### src/rtl/user_ip_apb_bridge_if.sv
// APB4 bundle between the SoC crossbar and the user IP bridge.
// The bridge plugs into the slave modport.
interface apb4_if;
    logic        psel;
    logic        penable;
    logic        pwrite;
    logic [31:0] paddr;
    logic [31:0] pwdata;
    logic [3:0]  pstrb;
    logic [2:0]  pprot;
    logic [31:0] prdata;
    logic        pready;
    logic        pslverr;

    modport master (
        output psel, penable, pwrite, paddr, pwdata, pstrb, pprot,
        input  prdata, pready, pslverr
    );

    modport slave (
        input  psel, penable, pwrite, paddr, pwdata, pstrb, pprot,
        output prdata, pready, pslverr
    );
endinterface

### src/rtl/user_ip_apb_bridge.sv
// Registered APB4 bridge fanning one crossbar port out to NUM_SLOT user IP slots.
// Define USER_IP_APB_TIMEOUT_EN to abort transfers whose slot never raises pready.
module user_ip_apb_bridge #(
    parameter int NUM_SLOT    = 4,
    parameter int TIMEOUT_CYC = 255
) (
    input  logic                     clk_i,
    input  logic                     rst_n_i,
    apb4_if.slave                    apb,
    output logic [NUM_SLOT-1:0]      user_psel_o,
    output logic                     user_penable_o,
    output logic                     user_pwrite_o,
    output logic [31:0]              user_paddr_o,
    output logic [31:0]              user_pwdata_o,
    output logic [3:0]               user_pstrb_o,
    output logic [2:0]               user_pprot_o,
    input  logic [NUM_SLOT*32-1:0]   user_prdata_i,
    input  logic [NUM_SLOT-1:0]      user_pready_i,
    input  logic [NUM_SLOT-1:0]      user_pslverr_i
);

    if (NUM_SLOT < 1 || NUM_SLOT > 16) begin : g_bad_num_slot
        $error("NUM_SLOT out of range");
    end
    if (TIMEOUT_CYC < 2 || TIMEOUT_CYC > 65535) begin : g_bad_timeout
        $error("TIMEOUT_CYC out of range");
    end

    typedef enum logic [1:0] {
        IDLE,
        SETUP,
        ACCESS,
        RESP
    } state_t;

    localparam logic [4:0] SLOT_LIM = 5'(NUM_SLOT);

    state_t              state_q;
    logic [3:0]          slot_q;
    logic                pready_q;
    logic [31:0]         prdata_q;
    logic                pslverr_q;

    logic [3:0]          cap_idx;
    logic                cap_bad;
    logic [NUM_SLOT-1:0] cap_sel;
    logic [31:0]         sel_rdata;
    logic                sel_ready;
    logic                sel_err;

`ifdef USER_IP_APB_TIMEOUT_EN
    localparam logic [15:0] TO_LAST = 16'(TIMEOUT_CYC - 1);
    logic [15:0]         to_cnt_q;
`endif

    assign apb.pready  = pready_q;
    assign apb.prdata  = prdata_q;
    assign apb.pslverr = pslverr_q;

    always_comb begin
        cap_idx = apb.paddr[11:8];
        cap_bad = {1'b0, cap_idx} >= SLOT_LIM;
        cap_sel = '0;
        for (int k = 0; k < NUM_SLOT; k++) begin
            if (cap_idx == 4'(k)) cap_sel[k] = 1'b1;
        end
    end

    // Explicit per-slot mux so X on unselected slots never leaks through.
    always_comb begin
        sel_rdata = '0;
        sel_ready = 1'b0;
        sel_err   = 1'b0;
        for (int k = 0; k < NUM_SLOT; k++) begin
            if (slot_q == 4'(k)) begin
                sel_rdata = user_prdata_i[k*32 +: 32];
                sel_ready = user_pready_i[k];
                sel_err   = user_pslverr_i[k];
            end
        end
    end

    always_ff @(posedge clk_i or negedge rst_n_i) begin
        if (!rst_n_i) begin
            state_q        <= IDLE;
            slot_q         <= '0;
            pready_q       <= 1'b0;
            prdata_q       <= '0;
            pslverr_q      <= 1'b0;
            user_psel_o    <= '0;
            user_penable_o <= 1'b0;
            user_pwrite_o  <= 1'b0;
            user_paddr_o   <= '0;
            user_pwdata_o  <= '0;
            user_pstrb_o   <= '0;
            user_pprot_o   <= '0;
`ifdef USER_IP_APB_TIMEOUT_EN
            to_cnt_q       <= '0;
`endif
        end else begin
            unique case (state_q)
                IDLE: begin
                    if (apb.psel && apb.penable) begin
                        slot_q        <= cap_idx;
                        user_pwrite_o <= apb.pwrite;
                        user_paddr_o  <= apb.paddr;
                        user_pwdata_o <= apb.pwdata;
                        user_pstrb_o  <= apb.pstrb;
                        user_pprot_o  <= apb.pprot;
                        if (cap_bad) begin
                            state_q   <= RESP;
                            pready_q  <= 1'b1;
                            prdata_q  <= '0;
                            pslverr_q <= 1'b1;
                        end else begin
                            state_q     <= SETUP;
                            user_psel_o <= cap_sel;
                        end
                    end
                end
                SETUP: begin
                    state_q        <= ACCESS;
                    user_penable_o <= 1'b1;
`ifdef USER_IP_APB_TIMEOUT_EN
                    to_cnt_q       <= '0;
`endif
                end
                ACCESS: begin
                    if (sel_ready) begin
                        state_q        <= RESP;
                        user_psel_o    <= '0;
                        user_penable_o <= 1'b0;
                        pready_q       <= 1'b1;
                        prdata_q       <= user_pwrite_o ? 32'd0 : sel_rdata;
                        pslverr_q      <= sel_err;
                    end
`ifdef USER_IP_APB_TIMEOUT_EN
                    else if (to_cnt_q == TO_LAST) begin
                        state_q        <= RESP;
                        user_psel_o    <= '0;
                        user_penable_o <= 1'b0;
                        pready_q       <= 1'b1;
                        prdata_q       <= '0;
                        pslverr_q      <= 1'b1;
                    end else begin
                        to_cnt_q <= to_cnt_q + 16'd1;
                    end
`endif
                end
                RESP: begin
                    state_q   <= IDLE;
                    pready_q  <= 1'b0;
                    prdata_q  <= '0;
                    pslverr_q <= 1'b0;
                end
                default: state_q <= IDLE;
            endcase
        end
    end

endmodule

### src/flat_wrapper.sv
// flat-port wrapper written by rule: the top's interface ports become plain ports
module user_ip_apb_bridge_flat 
#(
    parameter int NUM_SLOT    = 4,
    parameter int TIMEOUT_CYC = 255
)
  (clk_i, rst_n_i, user_psel_o, user_penable_o, user_pwrite_o, user_paddr_o, user_pwdata_o, user_pstrb_o, user_pprot_o, user_prdata_i, user_pready_i, user_pslverr_i, apb_psel, apb_penable, apb_pwrite, apb_paddr, apb_pwdata, apb_pstrb, apb_pprot, apb_prdata, apb_pready, apb_pslverr);
  apb4_if apb_i ();
  input  logic clk_i;
  input  logic rst_n_i;
  output logic [NUM_SLOT-1:0] user_psel_o;
  output logic user_penable_o;
  output logic user_pwrite_o;
  output logic [31:0] user_paddr_o;
  output logic [31:0] user_pwdata_o;
  output logic [3:0] user_pstrb_o;
  output logic [2:0] user_pprot_o;
  input  logic [NUM_SLOT*32-1:0] user_prdata_i;
  input  logic [NUM_SLOT-1:0] user_pready_i;
  input  logic [NUM_SLOT-1:0] user_pslverr_i;
  input wire logic [$bits(apb_i.psel)-1:0] apb_psel;
  input wire logic [$bits(apb_i.penable)-1:0] apb_penable;
  input wire logic [$bits(apb_i.pwrite)-1:0] apb_pwrite;
  input wire logic [$bits(apb_i.paddr)-1:0] apb_paddr;
  input wire logic [$bits(apb_i.pwdata)-1:0] apb_pwdata;
  input wire logic [$bits(apb_i.pstrb)-1:0] apb_pstrb;
  input wire logic [$bits(apb_i.pprot)-1:0] apb_pprot;
  output wire logic [$bits(apb_i.prdata)-1:0] apb_prdata;
  output wire logic [$bits(apb_i.pready)-1:0] apb_pready;
  output wire logic [$bits(apb_i.pslverr)-1:0] apb_pslverr;
  assign apb_i.psel = apb_psel;
  assign apb_i.penable = apb_penable;
  assign apb_i.pwrite = apb_pwrite;
  assign apb_i.paddr = apb_paddr;
  assign apb_i.pwdata = apb_pwdata;
  assign apb_i.pstrb = apb_pstrb;
  assign apb_i.pprot = apb_pprot;
  assign apb_prdata = apb_i.prdata;
  assign apb_pready = apb_i.pready;
  assign apb_pslverr = apb_i.pslverr;
  user_ip_apb_bridge #(.NUM_SLOT(NUM_SLOT), .TIMEOUT_CYC(TIMEOUT_CYC)) u_core (.clk_i(clk_i), .rst_n_i(rst_n_i), .apb(apb_i), .user_psel_o(user_psel_o), .user_penable_o(user_penable_o), .user_pwrite_o(user_pwrite_o), .user_paddr_o(user_paddr_o), .user_pwdata_o(user_pwdata_o), .user_pstrb_o(user_pstrb_o), .user_pprot_o(user_pprot_o), .user_prdata_i(user_prdata_i), .user_pready_i(user_pready_i), .user_pslverr_i(user_pslverr_i));
endmodule
### config.mk
export PLATFORM = sky130hd
export DESIGN_NAME = user_ip_apb_bridge_flat
export DESIGN_NICKNAME = d
export VERILOG_FILES = /design/src/rtl/user_ip_apb_bridge_if.sv /design/src/rtl/user_ip_apb_bridge.sv /design/src/flat_wrapper.sv
export SDC_FILE = /design/constraint.sdc
export NUM_CORES = 1
export LEC_CHECK = 0
export BUFFER_PORTS_ARGS = -buffer_cell sky130_fd_sc_hd__clkbuf_2
export CORE_AREA = 3 3 127 129
export CTS_BUF_LIST = sky130_fd_sc_hd__clkbuf_4 sky130_fd_sc_hd__clkbuf_8
export CTS_CLUSTER_DIAMETER = 200
export DETAILED_ROUTE_END_ITERATION = 10
export DIE_AREA = 0 0 130 132
export GPL_TIMING_DRIVEN = 0
export PLACE_DENSITY = 0.74
export RECOVER_POWER = 50
export SYNTH_ARGS = -nofsm -noshare
export SYNTH_HDL_FRONTEND = slang
export SYNTH_SLANG_ARGS = --single-unit
### constraint.sdc
create_clock -name clk_i -period 2.2 [get_ports clk_i]
set_input_delay 0.66 -clock clk_i [delete_from_list [all_inputs] [get_ports clk_i]]
set_output_delay 0.66 -clock clk_i [all_outputs]
set_load 0.1 [all_outputs]
---- After elaboration in Yosys (flattened, before gate mapping) ----
Index checks and enable logic that the tools add are counted.
word-level totals
  register bits ........................... 117
  bits of input ports ..................... 212
  output and inout bits ................... 111
  word-level logic and storage cells ...... 75
cells by class
  magnitude comparators ................... 1
  eq/ne operators ......................... 13
  muxes and demuxes ....................... 37
  reductions and logical operators ........ 12
operators with widths
  operator            count
  $mux 32             8
  $pmux 32 s3         1
  $mux 1              17
  $eq 4x2->1 const B  4
  $mux 4              3
  $eq 4x1->1 const B  2
  $logic_not 4->1     2
  $pmux 2 s4          1
  $pmux 4 s2          1
  $reduce_and 4->1    2
  $mux 2              3
  $ne 2x1->1 const B  3
  $pmux 1 s3          2
  $reduce_and 2->1    3
  $eq 2x2->1 const B  2
  $ge 4x3->1 const B  1
  $reduce_bool 2->1   2
  $reduce_bool 3->1   1
  $eq 2x1->1 const B  1
  $logic_not 2->1     1
  $ne 2x2->1 const B  1
  $pmux 1 s2          1
  $logic_and 1x1->1   1

---- Longest topological paths before layout ----
  depth in word-level cells ............... 8
  mapped depth ............................ 8
  gate-level depth less buffers ........... 6

---- Least setup slack after synthesis ----
No wires, ideal clock.
  path kind ............................... register to register
  start point ............................. register u_core.slot_q[1]
  end point ............................... register u_core.pslverr_q (netlist: u_core.apb.pslverr)
  setup time .............................. 0.126 ns
  data arrival time ....................... 2.334 ns
  data required time ...................... 2.074 ns
  path slack .............................. -0.260 ns
  stages on the path, launching flop included .. 7
  buffers on the path ..................... 2
  clock period less this slack ............ 2.460 ns
  cell sequence ........................... dfrtp_1 > buf_4 > or3b_1 > buf_2 > o221ai_4 > nand2_2 > a221o_1
on the way
  word-level cells in the longest chain between the ends .. 7
  elaborated cells on any way between the ends .. 16
  classes of those cells .................. eq/ne (4); mux (10); reduce/logical (2)
RTL lines
  element                                                line                       source
  start: declaration                                     user_ip_apb_bridge.sv:39   logic [3:0] slot_q;
  start signal: assignment                               user_ip_apb_bridge.sv:104  slot_q <= cap_idx;
  $logic_not 4->1                                        user_ip_apb_bridge.sv:75   if (slot_q == 4'(k)) begin
  $mux 1 (4 in a row)                                    user_ip_apb_bridge.sv:75
  $mux 1 / $ne 2x1->1 (equally long branches)            n/a
  $pmux 1 s3 / $reduce_and 4->1 (equally long branches)  n/a
  end signal: assignment                                 user_ip_apb_bridge.sv:135  pslverr_q <= sel_err;
  end: declaration                                       user_ip_apb_bridge.sv:42   logic pslverr_q;
Several ways; a longest one is shown, not always the timed one. The select of a mux whose other input is x is not followed.
A chain may end at the register's enable or synchronous reset.

---- Worst setup path in the final report ----
  start point ............................. register u_core.state_q[0]
  end point ............................... register u_core.user_pwdata_o[21]
on the way
  word-level cells in the longest chain between the ends .. 2
RTL lines
  element                            line                       source
  start: declaration                 user_ip_apb_bridge.sv:38   state_t state_q;
  start signal: assignment           user_ip_apb_bridge.sv:85   state_q <= IDLE;
  start signal: assignment           user_ip_apb_bridge.sv:111  state_q <= RESP;
  start signal: assignment           user_ip_apb_bridge.sv:116  state_q <= SETUP;
  $logic_not 2->1                    user_ip_apb_bridge.sv:101  unique case (state_q)
  $reduce_and 2->1 (no source line)  n/a
  end signal: assignment             user_ip_apb_bridge.sv:107  user_pwdata_o <= apb.pwdata;
  end: declaration                   user_ip_apb_bridge.sv:14   output logic [31:0] user_pwdata_o,
Every way passes these cells.

==> impl_results.md <==
- Outcome: finished, final reports clean
- Combinational family with the most area after synthesis: multiplexers
- Wirelength per Cell: 18.3 um
- Starting Density: 34.7%
- H-tree levels: 4
- Setup repair bufs after CTS: 0
- CP required: 2510 ps
- Final period util: 93.4%
- Number of enable-type register cells in the synthesized netlist: 0
- Global routing usage on met1: 21.3%
- Top cell type by total area after synthesis: dfrtp_1
- Fraction of the mapped netlist area in compound gates: 8.85%
- Total vias in the final route: 4372
- # DRC: 0
- Synthesized instance count: 355
- Fin. Hold Viols: 0
- Max-slew violation total from the final report: 0
- Class of the tightest hold or removal check: in -> reg
- Max Buffers Root-to-Sink: 2
- Max-capacitance violation count: 0
- Post-synth cell types: 31
- Net total in the final layout: 914
- Pin count of the biggest net entering global routing: 111
- Hold Path Depth: 2
- Post-Synth XOR/XNOR Area: 0%
- Clock Root Buffer: clkbuf_8
- Fraction of registers with async set or reset after synthesis: 100%
- Area fraction of the dominant cell type after synthesis: 53.8%
- Fillers: 1373
- Global-route wire length before repair: 24.6 mm
- Syn avg cell area: 14.8 sq um
- Vias in the first global route: 4688
- # IOs: 323
- Clock network latency to the later pin of the worst-skew pair: 430 ps
- Sink Count: 113
- CORE AREA: 0.0151 sq mm
- Number of core rows: 45
- CTS tree: yes
- Remaining number of nets flagged by the antenna check after routing: 0
- Adder and majority gate portion of the synthesized area: 0.952%
- Starting DRT DRC Count: 113
- Multiplexer area fraction after synthesis: 29.9%
- Area added between synthesis and finish: 44.1%
- DR pass1 iterations: 4
- Depth of the worst register-to-register path: 7
- Multi-input logic area: 0.00220 sq mm
- Final clock skew: 20.3 ps
- Cells taking the most area after synthesis: dfrtp_1 (54%), mux2_2 (17%), mux4_2 (12%)
- Worst Setup Start Kind: flop
- Antenna violations before repair: 1
- Antenna cell count: 0
- Summed negative setup slack over all endpoints: 0 ps
- Unrepaired setup endpoints after global routing: yes
- Via-to-Cell Ratio: 4.86
- Max transition margin: 34.0%
- DP Wirelength: 13.3 mm
- Simple-gate share of the synthesized area: 1.64%
- Critical setup path kind: reg -> reg
- Part of the Yosys area used for sequential elements: 53.8%
- Die area: 0.0172 sq mm
- Most common library cell in the layout ignoring fill and taps: clkbuf_2
- Total CTS buffers: 17
- Arrival time of the worst setup path: 2360 ps
- Commonest non-fill, non-tap cells in the layout: clkbuf_2 (321), dfrtp_1 (111), mux2_2 (78)
- Synth Cell Area: 0.00526 sq mm
- Global-route congestion overflow total: 0
- Crit-path max FO: 10
- All-layer global routing usage: 18.9%
- Met3 capacity usage during global routing: 6.60%
- Busiest layer in global routing: met2
- Leading register cell type out of synthesis: dfrtp_1
- Routability congestion estimate from global placement: 0.816
- Register clock-pin slew on the reported worst setup and hold paths: 80 ps
- Horiz. Die Dim: 130 um
- Routed WL: 16.5 mm
- Number of buffers added on ports: 322
- M2 GR Usage: 33.3%
- Delay contributed by the slowest stage of the critical path: 400 ps
- Final design instance area without fill: 0.00757 sq mm
- Placed inst area: 0.00714 sq mm
- Net count after synthesis: 571
- Minimum period implied by the final worst setup slack: 2050 ps
- Post-synthesis register bit count: 113
- Worst slew pin tran: 990 ps
- Fraction of final layout cells with drive strength greater than 1: 68.8%
- Cell Chain, Critical Path: inv_1 -> ha_1 -> clkbuf_1 -> nand3_1 -> clkbuf_4 -> buf_2 -> mux2_2
- Slowest CP cell: dfrtp_1
- Register area: 0.00283 sq mm
- Height of the die: 132 um
- Critical Path End Type: flop
- Count of final setup violators: 0
- Achievable Freq: 487 MHz
- Number of synthesis warnings: 0
## worst max-delay path: cells and delay by family (launching register included)
kind                       cells  cell delay (ps)
buffers and inverters          4              790
DFF                            1              400
muxes                          1              370
adders and majority gates      1              190
and+or+nand+nor                1              180
## sequential cells by signal (all words and copies together), names as in the netlist
register	count
u_core.apb.prdata	32
u_core.apb.pready	1
u_core.apb.pslverr	1
u_core.slot_q	3
u_core.state_q	2
u_core.user_paddr_o	29
u_core.user_penable_o	1
u_core.user_pprot_o	3
u_core.user_psel_o	4
u_core.user_pstrb_o	4
u_core.user_pwdata_o	32
u_core.user_pwrite_o	1
## cell type report
class,instances,share of cell area (%)
sequential,113,37.4
multi-input combinational,182,29.1
timing repair buffer,324,21.5
clock buffer,19,3.37
tap,188,3.11
clock inverter,13,2.00
buffer,26,1.88
inverter,34,1.68
## cells by family (layout without fill, tap and decap cells)
logic type,Yosys count,count (layout)
adder cells (fa/ha/maj),4,4
AO/OA/AOI/OAI,53,53
buffers and inverters,60,416
flip-flops,113,113
multiplexers,111,111
AND/OR/NAND/NOR,14,14
## metal layers
metal,up-vias,part of all wire [%]
li1,2008,-
met1,2151,38
met2,189,52
met3,22,8.0
met4,2,1.5
met5,-,0.10
## path summary, 6_finish.rpt
kind,from,endpoint,slack (ps)
max,u_core.state_q[0],u_core.user_pwdata_o[21],150
min,apb_paddr[31],u_core.user_paddr_o[31],450
max reg2reg,u_core.state_q[0],u_core.user_pwdata_o[21],150
min reg2reg,u_core.apb.prdata[26],u_core.apb.prdata[26],490
max in group asynchronous,rst_n_i,u_core.slot_q[0],280
min in group asynchronous,rst_n_i,u_core.apb.prdata[20],620
## stage by stage
stage	setup WS, ps	util (%)	std cells	hold WS (ps)
6_report	146	50.0	899	449
5_1_grt	-1.44	50.0	899	416
4_1_cts	45.8	49.9	899	417
3_5_place_dp	-178	47.2	866	473
3_3_place_gp	-1490	46.9	865	471
2_1_floorplan	27.0	-	355	364
## cells in the mapped netlist (2+ instances only)
master / instances
nand2_1: 5
buf_4: 3
a32o_1: 4
mux2i_1: 4
o21ai_0: 3
inv_1: 34
mux2_2: 78
clkbuf_1: 7
ha_1: 4
dfrtp_1: 113
o2bb2ai_1: 33
mux4_2: 29
o211ai_1: 2
o22ai_1: 4
buf_2: 16
## repair_timing
| item | 4_1_cts | 5_1_grt |
|---|---|---|
| resized for setup | 1 | 11 |
| hold buffers | 1 | 0 |
| setup endpoints to repair | 56 | 88 |
| hold endpoints to repair | 3 | 0 |
| cloned | 0 | 0 |
Power is left out: the tool's default activity adds up to more than one toggle a clock period on the data nets, which glitch-free logic cannot reach.
